## src/rtl/spi_controller_if.sv

```systemverilog
// spi_controller_if: request/response handshake between a requester and the SPI controller.
//   start  requester -> controller  frame request
//   rw     requester -> controller  1=write, 0=read
//   addr   requester -> controller  7-bit register address
//   wdata  requester -> controller  8-bit write data
//   busy   controller -> requester  frame in progress (accept edge through GAP)
//   done   controller -> requester  one-cycle completion pulse
//   rdata  controller -> requester  last read result
interface spi_controller_if;
    logic       start;
    logic       rw;
    logic [6:0] addr;
    logic [7:0] wdata;
    logic       busy;
    logic       done;
    logic [7:0] rdata;
    modport master (output start, rw, addr, wdata, input busy, done, rdata);
    modport slave  (input start, rw, addr, wdata, output busy, done, rdata);
endinterface

```

## src/rtl/spi_controller.sv

```systemverilog
// spi_controller: SPI mode-0 master issuing one 16-bit {rw, addr, data} frame per request, MSB first.
//   clk    in   system clock, rising edge
//   rst_n  in   asynchronous active-low reset
//   bus    slave modport: start/rw/addr/wdata in, busy/done/rdata out
//   cipo   in   serial data from peripheral (asynchronous, synchronised here)
//   ncs    out  chip select, active low, registered
//   sclk   out  serial clock, idle low, registered
//   copi   out  serial data to peripheral, registered
module spi_controller #(
    parameter int CLK_DIV    = 4,
    parameter int GAP_CYCLES = 4
) (
    input  logic             clk,
    input  logic             rst_n,
    spi_controller_if.slave  bus,
    input  logic             cipo,
    output logic             ncs,
    output logic             sclk,
    output logic             copi
);
    typedef enum logic [1:0] {IDLE, SETUP, SHIFT, GAP} state_t;
    localparam int HW = $clog2(CLK_DIV) + 1;
    localparam int GW = $clog2(GAP_CYCLES) + 1;
    localparam logic [HW-1:0] H_LAST = HW'(CLK_DIV - 1);
    localparam logic [GW-1:0] G_LAST = GW'(GAP_CYCLES - 1);
    state_t        state, state_n;
    logic [HW-1:0] hcnt, hcnt_n;
    logic [GW-1:0] gcnt, gcnt_n;
    logic [3:0]    bcnt, bcnt_n;
    logic          ph, ph_n;
    logic [15:0]   shreg, shreg_n;
    logic          rw_q, rw_q_n;
    logic [7:0]    rx, rx_n;
    logic [7:0]    rdata_q, rdata_n;
    logic          ncs_n, sclk_n, copi_n, done_q, done_n;
    logic          cipo_m, cipo_s;
    logic          h_wrap;
    assign h_wrap    = hcnt == H_LAST;
    assign bus.busy  = state != IDLE;
    assign bus.done  = done_q;
    assign bus.rdata = rdata_q;
    always_comb begin
        state_n = state;
        hcnt_n  = hcnt;
        gcnt_n  = gcnt;
        bcnt_n  = bcnt;
        ph_n    = ph;
        shreg_n = shreg;
        rw_q_n  = rw_q;
        rx_n    = rx;
        rdata_n = rdata_q;
        ncs_n   = ncs;
        sclk_n  = sclk;
        copi_n  = copi;
        done_n  = 1'b0;
        case (state)
            IDLE: if (bus.start) begin
                state_n = SETUP;
                shreg_n = {bus.rw, bus.addr, bus.wdata};
                rw_q_n  = bus.rw;
                hcnt_n  = '0;
                ncs_n   = 1'b0;
                sclk_n  = 1'b0;
                copi_n  = bus.rw;
            end
            SETUP: begin
                hcnt_n = h_wrap ? '0 : hcnt + 1'b1;
                if (h_wrap) begin
                    state_n = SHIFT;
                    ph_n    = 1'b0;
                    bcnt_n  = 4'd15;
                    sclk_n  = 1'b1;
                end
            end
            SHIFT: begin
                hcnt_n = h_wrap ? '0 : hcnt + 1'b1;
                if (h_wrap && !ph) begin
                    // end of high phase: sample CIPO for data bits, then fall and advance COPI
                    ph_n   = 1'b1;
                    sclk_n = 1'b0;
                    if (!bcnt[3])
                        rx_n = {rx[6:0], cipo_s};
                    if (bcnt != 4'd0) begin
                        shreg_n = {shreg[14:0], 1'b0};
                        copi_n  = shreg[14];
                    end
                end else if (h_wrap) begin
                    if (bcnt == 4'd0) begin
                        state_n = GAP;
                        gcnt_n  = '0;
                        ncs_n   = 1'b1;
                        copi_n  = 1'b0;
                    end else begin
                        bcnt_n = bcnt - 4'd1;
                        ph_n   = 1'b0;
                        sclk_n = 1'b1;
                    end
                end
            end
            GAP: begin
                gcnt_n = gcnt + 1'b1;
                if (gcnt == G_LAST) begin
                    state_n = IDLE;
                    gcnt_n  = '0;
                    done_n  = 1'b1;
                    rdata_n = rw_q ? rdata_q : rx;
                end
            end
        endcase
    end
    always_ff @(posedge clk or negedge rst_n) begin
        if (!rst_n) begin
            state   <= IDLE;
            hcnt    <= '0;
            gcnt    <= '0;
            bcnt    <= '0;
            ph      <= 1'b0;
            shreg   <= '0;
            rw_q    <= 1'b0;
            rx      <= '0;
            rdata_q <= '0;
            ncs     <= 1'b1;
            sclk    <= 1'b0;
            copi    <= 1'b0;
            done_q  <= 1'b0;
            cipo_m  <= 1'b0;
            cipo_s  <= 1'b0;
        end else begin
            state   <= state_n;
            hcnt    <= hcnt_n;
            gcnt    <= gcnt_n;
            bcnt    <= bcnt_n;
            ph      <= ph_n;
            shreg   <= shreg_n;
            rw_q    <= rw_q_n;
            rx      <= rx_n;
            rdata_q <= rdata_n;
            ncs     <= ncs_n;
            sclk    <= sclk_n;
            copi    <= copi_n;
            done_q  <= done_n;
            cipo_m  <= cipo;
            cipo_s  <= cipo_m;
        end
    end
endmodule
```

## src/flat_wrapper.sv

```systemverilog
// flat-port wrapper written by rule: the top's interface ports become plain ports
module spi_controller_flat 
#(
    parameter int CLK_DIV    = 4,
    parameter int GAP_CYCLES = 4
)
  (clk, rst_n, cipo, ncs, sclk, copi, bus_start, bus_rw, bus_addr, bus_wdata, bus_busy, bus_done, bus_rdata);
  spi_controller_if bus_i ();
  input  logic clk;
  input  logic rst_n;
  input  logic cipo;
  output logic ncs;
  output logic sclk;
  output logic copi;
  input wire logic [$bits(bus_i.start)-1:0] bus_start;
  input wire logic [$bits(bus_i.rw)-1:0] bus_rw;
  input wire logic [$bits(bus_i.addr)-1:0] bus_addr;
  input wire logic [$bits(bus_i.wdata)-1:0] bus_wdata;
  output wire logic [$bits(bus_i.busy)-1:0] bus_busy;
  output wire logic [$bits(bus_i.done)-1:0] bus_done;
  output wire logic [$bits(bus_i.rdata)-1:0] bus_rdata;
  assign bus_i.start = bus_start;
  assign bus_i.rw = bus_rw;
  assign bus_i.addr = bus_addr;
  assign bus_i.wdata = bus_wdata;
  assign bus_busy = bus_i.busy;
  assign bus_done = bus_i.done;
  assign bus_rdata = bus_i.rdata;
  spi_controller #(.CLK_DIV(CLK_DIV), .GAP_CYCLES(GAP_CYCLES)) u_core (.clk(clk), .rst_n(rst_n), .bus(bus_i), .cipo(cipo), .ncs(ncs), .sclk(sclk), .copi(copi));
endmodule
```

## config.mk

```make
export PLATFORM = sky130hd
export DESIGN_NAME = spi_controller_flat
export DESIGN_NICKNAME = d
export VERILOG_FILES = /design/src/rtl/spi_controller_if.sv /design/src/rtl/spi_controller.sv /design/src/flat_wrapper.sv
export SDC_FILE = /design/constraint.sdc
export NUM_CORES = 1
export LEC_CHECK = 0
export ABC_AREA = 0
export BUFFER_PORTS_ARGS = -buffer_cell sky130_fd_sc_hd__buf_2
export CORE_ASPECT_RATIO = 0.9
export CORE_MARGIN = 4
export CORE_UTILIZATION = 40
export DETAILED_ROUTE_END_ITERATION = 12
export HOLD_SLACK_MARGIN = 0.1
export SYNTH_ARGS = -nofsm -noshare
export SYNTH_HDL_FRONTEND = slang
export SYNTH_SLANG_ARGS = --single-unit
```

## constraint.sdc

```tcl
create_clock -name clk -period 2.2 [get_ports clk]
set_input_delay 0.44 -clock clk [delete_from_list [all_inputs] [get_ports clk]]
set_output_delay 0.44 -clock clk [all_outputs]
set_load 0.01 [all_outputs]
```

==> metrics.md, run 1 <==
| Metric | Value |
|---|---|
| Ant. Diodes | 0 |
| Cts repair resizes | 0 |
| Top_reg_cell synth | dfrtp_1 |
| Post-CTS Setup Repair Bufs | 0 |
| Via count of the first global-routing pass | 1731 |
| Combinational share of power | 2.4% |
| Routed len/inst | 14.5 µm |
| Reg power frac | 58.5% |
| Total Wirelength | 4.68 mm |
| GR Util All Layers | 14.0% |
| CTS tree | built |
| Most frequent cell after synthesis | dfrtp_1 |
| Syn avg cell area | 11.3 µm² |
| Synth top area cells | dfrtp_1, mux2_2, ha_1 |
| CP arrival | 2.22 ns |
| DR vias | 1673 |
| Required time worst endpoint | 2.39 ns |
| Max clock buf depth | 2 |
| Switching part of the total | 19.9% |
| Synthesized Nets | 243 |
| Core area | 5760 µm² |
| F_max | 494 MHz |
| Final Hold Fails | 0 |
| DP HPWL | 3.44 mm |
| Number of synthesized flops with an enable pin | 0 |
| Fraction of layout cells with a size suffix above 1 | 30.4% |
| Fill count | 568 |
| Clk slew on worst S/H paths | 0.09 ns |
| Yosys top cell area share | 51.9% |
| Initial Utilization | 41.8% |
| Endpoints failing setup | 0 |
| Slowest stage delay, CP | 0.42 ns |
| Worst Hold Margin | 0.0985 ns |
| Async S/R FF share, synth | 100% |
| Largest net degree at the start of global routing | 32 |
| Vias per Instance | 5.18 |
| Maximum VDD drop | 0.000365 V |
| Setup TNS | 0 ns |
| Synth area leader | dfrtp_1 |
| Post-Syn Area | 2410 µm² |
| Post-Syn Instances | 214 |
| CTS Buf Count | 5 |
| Clk pwr share | 39.1% |
| Slowest-stage cell, CP | or3b_4 |
| Critical-path cell list | inv_1, ha_1, nor3b_4, a21boi_1, or3b_4, mux2_4 |
| Crit-path leading delay family | simple AND/OR/NAND/NOR gates |
| Critical path class | reg -> reg |
| Global placement routability congestion | 0.798 |
| #FFs+latches synth | 51 |
| Worst min path class | in -> async |
| Synth-to-Final Area Change | 17.0% |
| Crit start category | register |
| Power Dens Cells | 569 nW/µm² |
| Die extent in x | 89.8 µm |
| Hold_buf cts | 0 |
| Die height | 81.6 µm |
| Critical Path Fanout Max | 9 |
| First-pass GRT wire length | 8.27 mm |
| Pint | 1.29 mW |
| Switch Pwr | 0.319 mW |
| Grt total ovfl | 0 |
| Final Non-Filler Cells | 323 |
| Slew headroom | 66.0% |
| DRT antenna net count | 0 |
| Post-synth top cells | dfrtp_1, inv_1, a21oi_1 |
| Buf+Inv Stages, Crit Path | 1 |
| Worst-Margin Slew | 0.511 ns |
| Max-slew violations | 0 |
| 1st-pass router iterations | 4 |
| Initial antenna violation count | 0 |
| Remaining DRCs | 0 |
| Clock latency on the worst-skew pair | 0.30 ns |
| Worst Skew | 0.00683 ns |
| Initial DRC count | 91 |
| Worst setup EP type | register |
| Outcome | finished clean |
| Lkg Pwr | 1.39 nW |
| Die ar. | 7330 µm² |
| Root buffer cell | clkbuf_8 |
| # port buffers | 32 |
| Post-synthesis sequential area ratio | 53.0% |
| Tmin final | 2.02 ns |
| Post-synthesis cell type count | 42 |
| MaxCap Viol Count | 0 |
| Ports | 33 |
| Placed Cells incl. Taps | 316 |
| Syn. warnings | 0 |
| TritonCTS Sinks | 51 |
| Finished Core Util | 49.0% |
| Period utilisation layout | 92.0% |
| Fin nets | 282 |
| H-tree levels | 2 |
| Site row count | 26 |
| Unrepaired setup endpoints after global routing | no |
[routing by layer]
metal,track usage (%),share of wire [%]
met1,18.4,49
met4,4.13,1.3
met5,0,0
met2,23.6,46
met3,3.30,3.5
[logic make-up (layout without fill, tap and decap cells)]
kind of cell,Yosys count,count (layout),share of synthesized area [%]
multiplexers,25,25,11.5
flip-flops,51,51,53.0
XOR/XNOR,1,1,0.364
buffers and inverters,33,72,5.40
AO/OA/AOI/OAI,56,56,15.6
AND/OR/NAND/NOR,39,39,9.40
adder cells (fa/ha/maj),9,9,4.68
[final timing paths]
path / start / end / slack [ns] / cells past startpoint
max: u_core.bcnt[0] / u_core.state[1] / 0.18 / 6
min: rst_n / u_core.hcnt[0] / 0.1 / 1
max reg2reg: u_core.bcnt[0] / u_core.state[1] / 0.18 / 6
min reg2reg: u_core.cipo_m / u_core.cipo_s / 0.36 / 0
max in group asynchronous: rst_n / u_core.bus.rdata[3] / 1.57 / 2
min in group clk: cipo / u_core.cipo_m / 0.25 / 1
[sequential cells by signal (all words and copies together) (netlist names), 2 cells and up]
register / cells
u_core.shreg: 15
u_core.bus.rdata: 8
u_core.rx: 8
u_core.bcnt: 4
u_core.gcnt: 3
u_core.hcnt: 3
u_core.state: 2
[cell usage in the layout (no fill, tap or decap), drive strengths merged, types with 3 or more instances in the layout]
cell type	count
inv	23
nor3b	3
dfrtp	50
o22ai	15
clkbuf	5
mux2	19
mux2i	6
o21ai	5
nor2	10
nor2b	5
nand3	4
nand2	6
ha	9
a21oi	21
buf	42
[area by class of cell]
class,instances,area (µm²),share of cell area [%]
well taps,70,87.6,3.11
inverters,23,86.3,3.06
repair buffers,42,260,9.23
flip-flops and latches,51,1280,45.3
clock inverters,2,37.5,1.33
multi-input cells,130,1000,35.5
clock buffers,5,68.8,2.44
[per-stage QoR]
stage	total power [mW]	setup slack, ns	area, µm²
after global placement	0.998	0.226	2710
after CTS	1.64	0.177	2820
after global routing	1.69	0.0537	2820
after detailed placement	0.999	0.191	2710
after floorplan	0.958	0.227	2410
final	1.61	0.176	2820
[worst register-to-register path, stage by stage, from the launching register on]
cell      delay [ns]
dfrtp_1         0.41
inv_1           0.11
ha_1            0.15
nor3b_4         0.41
a21boi_1        0.13
or3b_4          0.42
mux2_4          0.30
[power groups by stage]
stage | combinational [mW] | clock, mW | sequential (mW)
floorplan | 0.000278 | 0 | 0.958
global placement | 0.0410 | 0 | 0.957
detailed placement | 0.0415 | 0 | 0.958
CTS | 0.0415 | 0.660 | 0.939
global route | 0.0455 | 0.700 | 0.940
finish | 0.0391 | 0.627 | 0.939
(Power assumes the default switching activity.)
==> inputs of run 2 (changes only) <==
--- a/config.mk
+++ b/config.mk
@@ -5,7 +5,7 @@
 export SDC_FILE = /design/constraint.sdc
 export NUM_CORES = 1
 export LEC_CHECK = 0
-export ABC_AREA = 0
+export ABC_AREA = 1
 export BUFFER_PORTS_ARGS = -buffer_cell sky130_fd_sc_hd__buf_2
 export CORE_ASPECT_RATIO = 0.9
 export CORE_MARGIN = 4
==> metrics.md, run 2 <==
| Metric | Value |
|---|---|
| Outcome | finished clean (unchanged) |
| Crit start category | register (unchanged) |
| Fraction of layout cells with a size suffix above 1 | 18.2% (was 30.4%) |
| Post-Syn Area | 2470 µm² (was 2410 µm²) |
| CTS tree | built (unchanged) |
| Hold_buf cts | 0 (unchanged) |
| Die ar. | 7500 µm² (was 7330 µm²) |
| Lkg Pwr | 1.39 nW (about the same) |
| Power Dens Cells | 1230 nW/µm² (was 569 nW/µm²) |
| Fin nets | 342 (was 282) |
| MaxCap Viol Count | 0 (unchanged) |
| F_max | 555 MHz (was 494 MHz) |
| #FFs+latches synth | 51 (unchanged) |
| Max-slew violations | 0 (unchanged) |
| Syn avg cell area | 8.85 µm² (was 11.3 µm²) |
| Post-synthesis cell type count | 22 (was 42) |
| 1st-pass router iterations | 4 (unchanged) |
| Fill count | 549 (was 568) |
| Post-CTS Setup Repair Bufs | 0 (unchanged) |
| DRT antenna net count | 0 (unchanged) |
| Post-synth top cells | nand2_1, dfrtp_1, inv_1 (was dfrtp_1, inv_1, a21oi_1) |
| Maximum VDD drop | 0.000504 V (was 0.000365 V) |
| Critical path class | reg -> reg (unchanged) |
| FF-to-FF setup slack | 0.40 ns (was 0.18 ns) |
| Most frequent cell after synthesis | nand2_1 (was dfrtp_1) |
| Unrepaired setup endpoints after global routing | no (unchanged) |
| Grt met2 use | 20.3% (was 23.6%) |
| Placed Cells incl. Taps | 376 (was 316) |
| Reg2reg path depth | 8 (was 6) |
| Async S/R FF share, synth | 100% (unchanged) |
| Total Wirelength | 4.52 mm (was 4.68 mm) |
| Site row count | 26 (unchanged) |
| Commonest non-fill, non-tap cell in the layout | nand2_1 (was dfrtp_1) |
| Root buffer cell | clkbuf_8 (unchanged) |
| Critical Path Fanout Max | 29 (was 9) |
| RR Endpoint | u_core.shreg[6] (was u_core.state[1]) |
| DP HPWL | 3.26 mm (was 3.44 mm) |
| Largest net degree at the start of global routing | 52 (was 32) |
| Max clock buf depth | 2 (unchanged) |
| Global placement routability congestion | 0.897 (was 0.798) |
| Initial antenna violation count | 0 (unchanged) |
| Vias per Instance | 4.79 (was 5.18) |
| Worst-Margin Slew | 0.635 ns (was 0.511 ns) |
| Worst Skew | 0.0133 ns (was 0.00683 ns) |
| Initial Utilization | 42.4% (was 41.8%) |
| Period utilisation layout | 81.8% (was 92.0%) |
| # port buffers | 32 (unchanged) |
| CP arrival | 1.99 ns (was 2.22 ns) |
| TritonCTS Sinks | 51 (unchanged) |
| Core area | 5820 µm² (was 5760 µm²) |
| Max reg flops | 15 (unchanged) |
| Synth top area cells | dfrtp_1, nand2_1, mux2i_1 (was dfrtp_1, mux2_2, ha_1) |
| Cts repair resizes | 0 (unchanged) |
| M1 GR Usage | 18.0% (was 18.4%) |
| Setup TNS | 0 ns (unchanged) |
| Power, Total | 3.41 mW (was 1.61 mW) |
| Post-synthesis sequential area ratio | 51.7% (was 53.0%) |
| Synth area leader | dfrtp_1 (unchanged) |
| Routed len/inst | 11.8 µm (was 14.5 µm) |
| Post-Syn Instances | 279 (was 214) |
| Met3 usage | 3.35% (was 3.30%) |
| Endpoints failing setup | 0 (unchanged) |
| Most flop-heavy register | u_core.shreg (unchanged) |
| Syn. warnings | 0 (unchanged) |
| Synth-to-Final Area Change | 12.2% (was 17.0%) |
| Initial DRC count | 180 (was 91) |
| Die extent in x | 90.8 µm (was 89.8 µm) |
| Ant. Diodes | 0 (unchanged) |
| CTS Buf Count | 5 (unchanged) |
| Final Non-Filler Cells | 384 (was 323) |
| Highest-count cells in the layout ignoring fill and taps | nand2_1, dfrtp_1, buf_2 (was dfrtp_1, buf_2, inv_1) |
| H-tree levels | 2 (unchanged) |
| Clock latency on the worst-skew pair | 0.32 ns (was 0.30 ns) |
| Ports | 33 (unchanged) |
| Clk slew on worst S/H paths | 0.11 ns (was 0.09 ns) |
| Top_reg_cell synth | dfrtp_1 (unchanged) |
| Worst setup EP type | register (unchanged) |
| Final Hold Fails | 0 (unchanged) |
| Grt total ovfl | 0 (unchanged) |
| Synthesized Nets | 308 (was 243) |
| Tmin final | 1.80 ns (was 2.02 ns) |
| First-pass GRT wire length | 7.86 mm (was 8.27 mm) |
| Number of synthesized flops with an enable pin | 0 (unchanged) |
| DR vias | 1838 (was 1673) |
| Busiest grt layer | met2 (unchanged) |
| R2r startpoint | u_core.state[0] (was u_core.bcnt[0]) |
| Via count of the first global-routing pass | 1713 (was 1731) |
| Die height | 82.5 µm (was 81.6 µm) |
| Required time worst endpoint | 2.39 ns (about the same) |
| Remaining DRCs | 0 (unchanged) |
| Yosys top cell area share | 50.7% (was 51.9%) |
| Slew headroom | 57.7% (was 66.0%) |
| GR Util All Layers | 13.1% (was 14.0%) |
| Worst min path class | in -> async (unchanged) |
-- run 2: changes by cell type after synthesis, sizes merged, moves of 8 or more --
| cell | change |
|---|---|
| a21oi | -16 |
| mux2 | -19 |
| mux2i | +8 |
| nand2 | +74 |
| nand3 | +12 |
| nor2 | +9 |
| o21ai | +37 |
| o22ai | -15 |
-- run 2: cell families (layout without fill, tap and decap cells) --
logic type	after synthesis	after routing	synth area share, %
adder cells (fa/ha/maj)	9	9	4.56
multiplexers	14	14	5.67
AO/OA/AOI/OAI	47	47	10.4
AND/OR/NAND/NOR	121	121	20.5
buffers and inverters	37	72	7.14
flip-flops	51	51	51.7
-- run 2: routing by layer --
layer / wire (µm) / share of wire (%) / up-vias
met2: 1840 / 41 / 55
met5: 0 / 0 / -
met4: 39 / 0.86 / 0
met1: 2330 / 52 / 810
li1: - / - / 968
met3: 310 / 6.9 / 5
-- run 2: worst max-delay path by stage --
| stage | start | end | slack [ns] | cells after the start |
|---|---|---|---|---|
| floorplan | u_core.state[0] | u_core.shreg[10] | 0.65 | 10 |
| global placement | u_core.state[0] | u_core.shreg[6] | 0.45 | 8 |
| detailed placement | u_core.state[0] | u_core.shreg[5] | 0.40 | 8 |
| CTS | u_core.state[0] | u_core.shreg[6] | 0.38 | 8 |
| global route | u_core.state[0] | u_core.shreg[2] | 0.20 | 7 |
| finish | u_core.state[0] | u_core.shreg[6] | 0.40 | 8 |
-- run 2: layout make-up --
type                       count  area (µm²)  area share, %
sequential                    51        1280           46.1
multi-input combinational    191        1020           36.7
timing repair buffer          35         183           6.59
inverter                      29         111           4.02
tap                           70        87.6           3.16
clock buffer                   5        68.8           2.48
clock inverter                 3        26.3          0.949
-- run 2: through the flow --
step	hold WS, ns	setup WS [ns]	instance area [µm²]	utilization [%]
after CTS	0.230	0.385	2770	47.6
after floorplan	0.144	0.654	2470	-
after detailed placement	0.336	0.400	2680	45.9
after global routing	0.220	0.203	2770	47.6
after global placement	0.332	0.447	2680	45.9
final	0.217	0.399	2770	47.6
-- run 2: worst max-delay path, stage by stage, from the launching register on --
cell and delay, ns:
dfrtp_1 0.43, inv_1 0.10, ha_1 0.38, inv_4 0.10, o21ai_2 0.19, nand3_2 0.09
buf_4 0.23, nand2_1 0.08, o21ai_0 0.07
-- run 2: power by group --
group / leakage, nW / switching (mW) / total [mW] / internal [mW]
sequential: 0.661 / 0.160 / 1.37 / 1.21
combinational: 0.676 / 0.916 / 1.46 / 0.544
clock: 0.0491 / 0.338 / 0.572 / 0.235
total: 1.39 / 1.41 / 3.41 / 1.99
